## config.mk

```make
export PLATFORM = sky130hd
export DESIGN_NAME = uart_tx
export DESIGN_NICKNAME = d
export VERILOG_FILES = /design/src/rtl/uart_pkg.sv /design/src/rtl/uart_baud_gen.sv /design/src/rtl/uart_tx.sv
export SDC_FILE = /design/constraint.sdc
export NUM_CORES = 1
export LEC_CHECK = 0
export ABC_CLOCK_PERIOD_IN_PS = 4700
export CORE_ASPECT_RATIO = 0.75
export CORE_MARGIN = 3
export CORE_UTILIZATION = 55
export DETAILED_ROUTE_END_ITERATION = 12
export HOLD_SLACK_MARGIN = 0.15
export PLACE_DENSITY = 0.83
export RECOVER_POWER = 100
export SYNTH_ARGS = -nofsm -noshare
export SYNTH_HDL_FRONTEND = slang
export SYNTH_SLANG_ARGS = --single-unit
```

## constraint.sdc

```tcl
create_clock -name clk -period 4.7 [get_ports clk]
set_input_delay 1.175 -clock clk [delete_from_list [all_inputs] [get_ports clk]]
set_output_delay 1.175 -clock clk [all_outputs]
set_load 0.005 [all_outputs]
```

## src/rtl/uart_pkg.sv

```systemverilog
// Shared definitions for the UART transmitter and its matching receiver.
package uart_pkg;

    // Frame FSM encodings.
    typedef enum logic [1:0] {
        StIdle  = 2'd0,
        StStart = 2'd1,
        StData  = 2'd2,
        StStop  = 2'd3
    } uart_state_e;

    // Line levels on the serial wire.
    localparam logic LineIdle = 1'b1;
    localparam logic StartBit = 1'b0;
    localparam logic StopBit  = 1'b1;

    // Counter width that holds values 0..n-1, never narrower than one bit.
    function automatic int unsigned cnt_width(input int unsigned n);
        return (n <= 1) ? 1 : $clog2(n);
    endfunction

endpackage

```

## src/rtl/uart_baud_gen.sv

```systemverilog
// Bit-period generator: bit_tick marks the last clk cycle of each bit period.
module uart_baud_gen
    import uart_pkg::*;
#(
    parameter int unsigned CLKS_PER_BIT = 4
) (
    input  logic clk,
    input  logic reset,
    input  logic clear,
    output logic bit_tick
);

    localparam int unsigned CntW = cnt_width(CLKS_PER_BIT);
    localparam logic [CntW-1:0] CntMax = CntW'(CLKS_PER_BIT - 1);

    logic [CntW-1:0] cnt_q, cnt_d;

    // Free-running count, restarted on clear so the first period aligns to the accept edge.
    always_comb begin
        cnt_d = cnt_q + CntW'(1);
        if (clear || (cnt_q == CntMax)) begin
            cnt_d = '0;
        end
    end

    // Cycle counter register.
    always_ff @(posedge clk) begin
        if (reset) begin
            cnt_q <= '0;
        end else begin
            cnt_q <= cnt_d;
        end
    end

    assign bit_tick = (cnt_q == CntMax);

endmodule

```

## src/rtl/uart_tx.sv

```systemverilog
// UART transmitter: one byte per valid/ready handshake, sent LSB first
// framed by a start bit (0) and a stop bit (1).
module uart_tx
    import uart_pkg::*;
#(
    parameter int unsigned DATA_BITS    = 8,
    parameter int unsigned CLKS_PER_BIT = 4
) (
    input  logic                 clk,
    input  logic                 reset,
    input  logic [DATA_BITS-1:0] tx_data,
    input  logic                 tx_valid,
    output logic                 tx_ready,
    output logic                 tx,
    output logic                 busy,
    output logic                 done
);

    localparam int unsigned IdxW = cnt_width(DATA_BITS);
    localparam logic [IdxW-1:0] IdxMax = IdxW'(DATA_BITS - 1);

    uart_state_e          state_q, state_d;
    logic [DATA_BITS-1:0] shreg_q, shreg_d;
    logic [IdxW-1:0]      bit_idx_q, bit_idx_d;
    logic                 done_q, done_d;
    logic                 accept;
    logic                 bit_tick;

    assign accept = tx_valid && (state_q == StIdle);

    uart_baud_gen #(
        .CLKS_PER_BIT(CLKS_PER_BIT)
    ) u_baud_gen (
        .clk     (clk),
        .reset   (reset),
        .clear   (accept),
        .bit_tick(bit_tick)
    );

    // Frame sequencing, data shifting and done pulse generation.
    always_comb begin
        state_d   = state_q;
        shreg_d   = shreg_q;
        bit_idx_d = bit_idx_q;
        done_d    = 1'b0;
        unique case (state_q)
            StIdle: begin
                if (accept) begin
                    state_d   = StStart;
                    shreg_d   = tx_data;
                    bit_idx_d = '0;
                end
            end
            StStart: begin
                if (bit_tick) begin
                    state_d = StData;
                end
            end
            StData: begin
                if (bit_tick) begin
                    shreg_d = shreg_q >> 1;
                    if (bit_idx_q == IdxMax) begin
                        state_d   = StStop;
                        bit_idx_d = '0;
                    end else begin
                        bit_idx_d = bit_idx_q + IdxW'(1);
                    end
                end
            end
            StStop: begin
                if (bit_tick) begin
                    state_d = StIdle;
                    done_d  = 1'b1;
                end
            end
            default: begin
                state_d = StIdle;
            end
        endcase
    end

    // State registers; reset aborts any frame in flight without a done pulse.
    always_ff @(posedge clk) begin
        if (reset) begin
            state_q   <= StIdle;
            shreg_q   <= '0;
            bit_idx_q <= '0;
            done_q    <= 1'b0;
        end else begin
            state_q   <= state_d;
            shreg_q   <= shreg_d;
            bit_idx_q <= bit_idx_d;
            done_q    <= done_d;
        end
    end

    // Line level decoded purely from registered state, so no input reaches tx combinationally.
    always_comb begin
        tx = LineIdle;
        unique case (state_q)
            StIdle:  tx = LineIdle;
            StStart: tx = StartBit;
            StData:  tx = shreg_q[0];
            StStop:  tx = StopBit;
            default: tx = LineIdle;
        endcase
    end

    assign tx_ready = (state_q == StIdle);
    assign busy     = (state_q != StIdle);
    assign done     = done_q;

endmodule

```

==> results by group <==
Logic synthesis
  – Synth Area in Compound Gates: between 20% and 30%
  – EDFF count, synth: 0
  – Register bit total from synthesis: 16
  – Post-Synth XOR/XNOR Area: 0%
  – Ys async rst share: 0%
  – Synth Area in Adders: 13.1%
  – Post-Syn Nets: 111
  – Proportion of synthesized area in mux cells: a little under an eighth
  – Post-synthesis cell type count: 28
  – Mapped Area: roughly 950 um2
  – Mapped Cells: 90
  – Post-Synth Simple-Gate Area: between 10% and 20%
  – Seq/Total Area, Yosys: 33.6%
  – Synth Flop Type: dfxtp_1
  – Avg Inst Size Synth: about 11 um2
  – Largest family of logic cells by synthesized area: compound AO/OA/AOI/OAI gates
  – Synth Warn #: 0

Clock network
  – CTS tree: done
  – CTS buffer count: 3
  – Worst-Skew Late Latency: about 280 ps
  – Clock Sinks: 16
  – Cts hold-fix bufs: 0
  – Clk buf depth: 2
  – Post-cts sizing count: 0
  – Clk slew on worst S/H paths: approximately 90 ps
  – Post-CTS Setup Inserts: 0
  – Clock Tree Root: clkbuf_4
  – Depth of the CTS H-tree: 1

Timing
  – Max Clk Rate: between 300 and 400 MHz
  – Max-slew headroom: 52.0%
  – Measured slew at the worst slew-check pin: about 720 ps
  – Setup TNS: 0 ps
  – Min Tclk post-route: roughly 3000 ps
  – Endpoints failing hold: 0
  – Pins Over Slew Limit: 0
  – RSZ-0062 raised after global routing: no
  – Clk_skew: ~1.8 ps
  – Final period util: between 60 and 70%
  – Final Setup Violations: 0

Setup path
  – WP buf/inv: 2
  – Reg2Reg Depth: 5
  – CP peak stage delay: ~570 ps
  – Crit path required time: ~3500 ps
  – Flop-to-flop setup slack: just under 3000 ps
  – CP cell instances: inv_1, ha_1, nand2_1, a21oi_1, dlygate4sd3_1
  – Crit path depth: 5
  – RR Startpoint: state_q[0]$_SDFFE_PP0P_
  – Slowest cell on the critical path: dlygate4sd3_1
  – CP Class: flip-flop to output port
  – CP startpoint kind: flip-flop
  – Crit path max-delay family: buffers and inverters
  – Crit end category: output port
  – Critical Path AT: roughly 1800 ps
  – Reg-to-reg endpoint: state_q[1]$_SDFFE_PP0P_
  – Crit path max fanout: 4

Global route
  – Met3 GRT Util: under 10%
  – First-pass GRT wire length: 2810 um
  – Largest net degree at the start of global routing: 18
  – GRT overflow: 0
  – Initial antenna violation count: 0
  – Met1 usage: a little over a fifth
  – Met2 usage: between 20% and 30%
  – GRT Overall Usage: between 15 and 20%
  – Most Crowded Layer GR: met2
  – Number of global-route vias before repair: between 600 and 700

Route
  – Initial DRC Count: 13
  – Antenna-violating nets left: 0
  – Detailed Route WL: approximately 1800 um
  – Routed vias/inst: ~5.7
  – Drt pass-1 iters: 4
  – Wire length per cell: around 15 um
  – Vias: between 700 and 800
  – Number of remaining DRC errors: 0

Layout
  – Share of cells above drive strength 1: 12.7%
  – Most frequent cells in the layout: dfxtp_1 (16), a21oi_1 (11), ha_1 (10), mux2i_1 (8), clkdlybuf4s50_1 (8)
  – Layout area overhead: 12.7%
  – Layout Utilization: between 60% and 70%
  – Diodes inserted: 0
  – Commonest non-fill, non-tap cell in the layout: dfxtp_1
  – Final nets: between 100 and 150

Power and ir drop
  – VDD IR max: around 0.38 mV
  – Cell area power density: approximately 540 nW/um2
  – P_leak: 0.410 nW

Floorplan
  – Top Ports: 15
  – Die Ht: between 40 and 50 um
  – Die area: between 2000 and 2500 um2
  – Row count: 12
  – Core Area: between 1500 and 2000 um2
  – Starting Density: 61.1%
  – Die Span X: approximately 54 um

Placement
  – PortBufs: 14
  – GP Congestion: approximately 0.69
  – HPWL after DPL: 1370 um

Min path
  – Hold Path Origin: u_baud_gen.cnt_q[0]$_SDFF_PP0_
  – Hold Path Depth: 1
  – Path category of the worst min-delay check: flip-flop to flip-flop
  – Hold Path Sink: u_baud_gen.cnt_q[0]$_SDFF_PP0_

Status
  – Outcome: finished, final reports clean

Run
  – Max Cap Violations: 0
==> per-stage QoR <==
step	std cells	power, mW	instance area, um2	hold WS (ps)	worst slack [ps]
finish	123	0.586	1080	483	1690
global route	123	0.623	1080	504	1580
CTS	123	0.619	1100	485	1730
detailed placement	120	0.550	1080	472	1940
global placement	120	0.538	1080	463	2000
floorplan	90	0.488	955	436	2620
==> layer usage <==
metal	vias up	share of wire, %
li1	354	-
met1	330	48
met2	15	47
met3	2	5.3
met4	0	0.44
met5	-	0
==> Yosys cell counts (4+ instances only) <==
cell	count	area, um2
dfxtp_1	16	320
ha_1	10	125
mux2i_1	8	80.1
a211oi_2	7	87.6
a21oi_1	6	30.0
a21oi_2	6	52.6
nand2b_1	5	31.3
inv_1	4	15.0
o21ai_0	4	20.0
==> logic make-up after synthesis <==
kind of cell,count (synthesis)
DFF,16
buffers and inverters,9
AOI/OAI and AO/OA,28
and+or+nand+nor,17
adders and majority gates,10
muxes,10
==> worst max path at each step <==
stage	from	endpoint	slack (ps)
floorplan	state_q[0]$_SDFFE_PP0P_	tx	2620
global placement	tx_valid	state_q[1]$_SDFFE_PP0P_	2000
detailed placement	tx_valid	state_q[0]$_SDFFE_PP0P_	1940
CTS	state_q[0]$_SDFFE_PP0P_	tx	1730
global route	state_q[0]$_SDFFE_PP0P_	tx	1580
finish	state_q[0]$_SDFFE_PP0P_	tx	1690
==> registers in the layout, indices dropped and copies added (netlist names) <==
| signal | cells |
|---|---|
| bit_idx_q | 3 |
| state_q | 2 |
| done | 1 |
| shreg_q | 8 |
| u_baud_gen.cnt_q | 2 |
==> report_power, final <==
part / leakage [nW] / switching, mW / total (mW) / internal [mW]
registers: 0.132 / 0.0281 / 0.202 / 0.174
logic: 0.265 / 0.172 / 0.314 / 0.142
clock network: 0.0138 / 0.0401 / 0.0698 / 0.0297
total: 0.410 / 0.241 / 0.586 / 0.345
==> worst reg2reg max path, cell delays in order (launching register included) <==
cell and delay (ps):
dfxtp_1 400, inv_1 120, ha_1 310, nand2b_1 390, and4_1 310, mux2i_1 190
==> layout make-up <==
| class | instances | area (um2) |
|---|---|---|
| Inverter | 4 | 15.0 |
| Tap cell | 21 | 26.3 |
| Clock buffer | 3 | 22.5 |
| Fill cell | 133 | 485 |
| Timing Repair Buffer | 14 | 140 |
| Sequential cell | 16 | 320 |
| Multi-Input combinational cell | 65 | 552 |
No activity file was read; power rests on OpenSTA's default activity.
==> variant 1, RTL diff (same settings) <==
`CLKS_PER_BIT` is set to 4 in 2 places; all go to 3.
--- a/src/rtl/uart_baud_gen.sv
+++ b/src/rtl/uart_baud_gen.sv
@@ -4,3 +4,3 @@
 #(
-    parameter int unsigned CLKS_PER_BIT = 4
+    parameter int unsigned CLKS_PER_BIT = 3
 ) (
--- a/src/rtl/uart_tx.sv
+++ b/src/rtl/uart_tx.sv
@@ -6,3 +6,3 @@
     parameter int unsigned DATA_BITS    = 8,
-    parameter int unsigned CLKS_PER_BIT = 4
+    parameter int unsigned CLKS_PER_BIT = 3
 ) (
Function: changed (Yosys sat finds a counterexample within 10 cycles, from zero or initial values and one cycle with reset high).
==> variant 1 against the unedited design <==
Core utilization up 0.64 points. Power rose by 17%. Worst setup slack got worse by 0.13 ns. Sequential cell count unchanged. Cell area increased by 0.93%. Routed wire length is 6.9% higher. Area after synthesis rose by 1.6%. Critical path type unchanged. Largest power group unchanged. Highest routed layer unchanged.
==> variant 1: results <==
metrics = {
    "status": {
        "status": "finished, final reports clean",
    },
    "worst_setup_path": {
        "worstPathMaxFanout": 5,
        "crit_path_max_incr_delay_ns": 0.62,
        "endpoint": "tx",
        "worst_path_max_delay_cell": "dlygate4sd3_1",
        "worstSetupStartpoint": "state_q[0]$_SDFFE_PP0P_",
        "r2r_slack_ns": 2.84,
        "cp.arrival_ns": 1.96,
    },
    "synthesis": {
        "synth_mux_area_frac": 0.1123,
        "synthTopCellsByCount": "dfxtp_1, ha_1, mux2i_1",
        "synth_compound_area_frac": 0.2413,
        "yosysUniqueCellTypes": 27,
        "synth_xor_area_frac": 0,
        "synth-seq-area-share": 0.3303,
        "synth.net_count": 113,
        "yosys.area_share.adder": 0.1419,
        "ys_top_cells_by_area": "dfxtp_1, ha_1, a211oi_2",
    },
    "route": {
        "routed_wl_um": 1952,
        "dr_wl_met2_um": 944,
        "drtIter0Drc": 9,
        "drt-met1-wl_um": 908,
        "via_per_inst": 5.672,
        "met3WireLength_um": 92,
    },
    "global_route": {
        "grt_use_met1": 0.2691,
        "grt_start_max_net_pins": 17,
        "grt_pass1_vias": 683,
        "grt_pass1_wl_um": 3263,
        "grt.met2_usage": 0.2959,
        "grt.met3_usage": 0.07473,
        "grt_util_all_layers": 0.1944,
    },
    "timing": {
        "skew_ns": 0.004114,
        "slew_headroom": 0.5398,
    },
    "finish": {
        "final-clk-cell-share": 0.02074,
        "layout.nonclk_buf_frac": 0.1290,
        "n_all_inverters": 5,
        "num-multi-input-gates": 66,
        "fillers": 141,
        "drive_gt1_frac": 0.1250,
        "multi_input_area_um2": 558.0,
        "n_all_buffers": 14,
        "final_nets": 128,
    },
    "power": {
        "swShare": 0.4341,
        "peakVddDrop_uv": 356.3,
        "p_leak_nw": 0.4208,
    },
    "floorplanning": {
        "die_w_um": 54.49,
    },
    "worst_hold_path": {
        "hold_end": "u_baud_gen.cnt_q[0]$_SDFF_PP0_",
        "hp-class": "register to register",
    },
    "clocking": {
        "cts_root_buf": "clkbuf_4",
        "clkTransAtPathRegs_ns": 0.09,
    },
    "placement": {
        "dp.final_hpwl_um": 1437,
        "place.gp.congestion": 0.6633,
    },
    "flow_run": {
        "maxCapViolations": 0,
    },
}
variant 1: power by group through the flow:
stage / Clock (mW) / Combinational (mW) / Sequential (mW)
6_report: 0.0736 / 0.394 / 0.219
2_1_floorplan: 0 / 0.367 / 0.214
5_1_grt: 0.0802 / 0.440 / 0.224
4_1_cts: 0.0748 / 0.431 / 0.223
3_3_place_gp: 0 / 0.415 / 0.219
3_5_place_dp: 0 / 0.428 / 0.226
variant 1: metrics by stage:
step | area (um2) | instances | setup slack (ns) | hold slack [ns]
2_1_floorplan | 969.7 | 91 | 2.604 | 0.3910
3_5_place_dp | 1089 | 122 | 1.968 | 0.4033
4_1_cts | 1111 | 125 | 1.621 | 0.4165
5_1_grt | 1086 | 125 | 1.463 | 0.4283
3_3_place_gp | 1089 | 122 | 2.074 | 0.3990
6_report | 1086 | 125 | 1.564 | 0.4158
==> variant 2, RTL diff (same settings) <==
Made on the original files. Reset style: asynchronous (`reset`), changed in 2 clocked blocks.
--- a/src/rtl/uart_baud_gen.sv
+++ b/src/rtl/uart_baud_gen.sv
@@ -26,3 +26,3 @@
     // Cycle counter register.
-    always_ff @(posedge clk) begin
+    always_ff @(posedge clk or posedge reset) begin
         if (reset) begin
--- a/src/rtl/uart_tx.sv
+++ b/src/rtl/uart_tx.sv
@@ -82,3 +82,3 @@
     // State registers; reset aborts any frame in flight without a done pulse.
-    always_ff @(posedge clk) begin
+    always_ff @(posedge clk or posedge reset) begin
         if (reset) begin
Formal check against the unedited RTL: differs if reset is asserted again (counterexample within 4 cycles, from zero or initial values and one cycle with reset high); with reset held inactive, the same outputs for 10 cycles.
==> variant 2 against the unedited design <==
Sequential cell count stayed put. Area after synthesis is 3.1% lower. Clock skew is 0.0054 ns higher. Routed wire length is 23% lower. Combinational power is 17% higher. Critical path depth stayed put. Power is 18% higher. Cell area is 0.35% higher. Worst setup slack worse by 0.059 ns. Largest power group unchanged.
==> variant 2: results <==
metrics = {
    "status": {
        "status": "finished, final reports clean",
    },
    "global_route": {
        "grt_pass1_vias": 590,
        "grt_util_all_layers": 0.1584,
        "grt_start_max_net_pins": 17,
        "grt_pass1_wl_um": 2539,
    },
    "route": {
        "wl_per_cell_um": 13.18,
        "drtIter0Drc": 5,
        "via_per_inst": 5.009,
    },
    "worst_hold_path": {
        "min_from": "u_baud_gen.cnt_q[0]$_DFF_PP0_",
        "hold_end": "u_baud_gen.cnt_q[0]$_DFF_PP0_",
    },
    "synthesis": {
        "synthTopCellsByCount": "dfrtp_1, ha_1, mux2_2, mux2_4, inv_1",
        "synth_mux_area_frac": 0.2882,
        "synth-seq-area-share": 0.4330,
        "ys_top_cells_by_area": "dfrtp_1, mux2_4, ha_1",
        "synth_compound_area_frac": 0.03654,
    },
    "power": {
        "p_leak_nw": 0.5135,
        "peakVddDrop_uv": 428.7,
        "p_seq_mw": 0.237,
    },
    "placement": {
        "placed_cell_area_mm2": 0.001069,
        "dp.final_hpwl_um": 1090,
        "place.gp.congestion": 0.7353,
    },
    "worst_setup_path": {
        "worstPathMaxFanout": 5,
        "worstSetupStartpoint": "state_q[0]$_DFFE_PP0P_",
        "crit_path_max_incr_delay_ns": 0.59,
    },
    "finish": {
        "fillers": 125,
        "final_nets": 106,
    },
    "timing": {
        "slew_headroom": 0.1781,
        "skew_ns": 0.007164,
    },
}
-- variant 2: area by class of cell --
cell class / instances / area share
Timing Repair Buffer: 14 / 0.1298
Inverter: 6 / 0.02086
Multi-Input combinational cell: 45 / 0.4206
Sequential cell: 16 / 0.3708
Clock buffer: 4 / 0.03360
Tap cell: 21 / 0.02433
-- variant 2: per-stage QoR --
| stage | hold WS [ns] | power (mW) | cells | util | worst slack [ns] |
|---|---|---|---|---|---|
| after CTS | 0.4422 | 0.7438 | 106 | 0.7214 | 1.665 |
| after detailed placement | 0.4295 | 0.6519 | 102 | 0.6977 | 1.740 |
| after floorplan | 0.4091 | 0.5645 | 69 | - | 2.613 |
| after global routing | 0.4621 | 0.7525 | 106 | 0.7051 | 1.520 |
| final | 0.4379 | 0.6937 | 106 | 0.7051 | 1.632 |
| after global placement | 0.4222 | 0.6372 | 102 | 0.6977 | 1.775 |
-- variant 2: per-layer routing --
metal	global-route usage	wire, um
met5	0	0
met1	0.2158	680
met4	0.04592	17
met2	0.2298	637
met3	0.06452	62
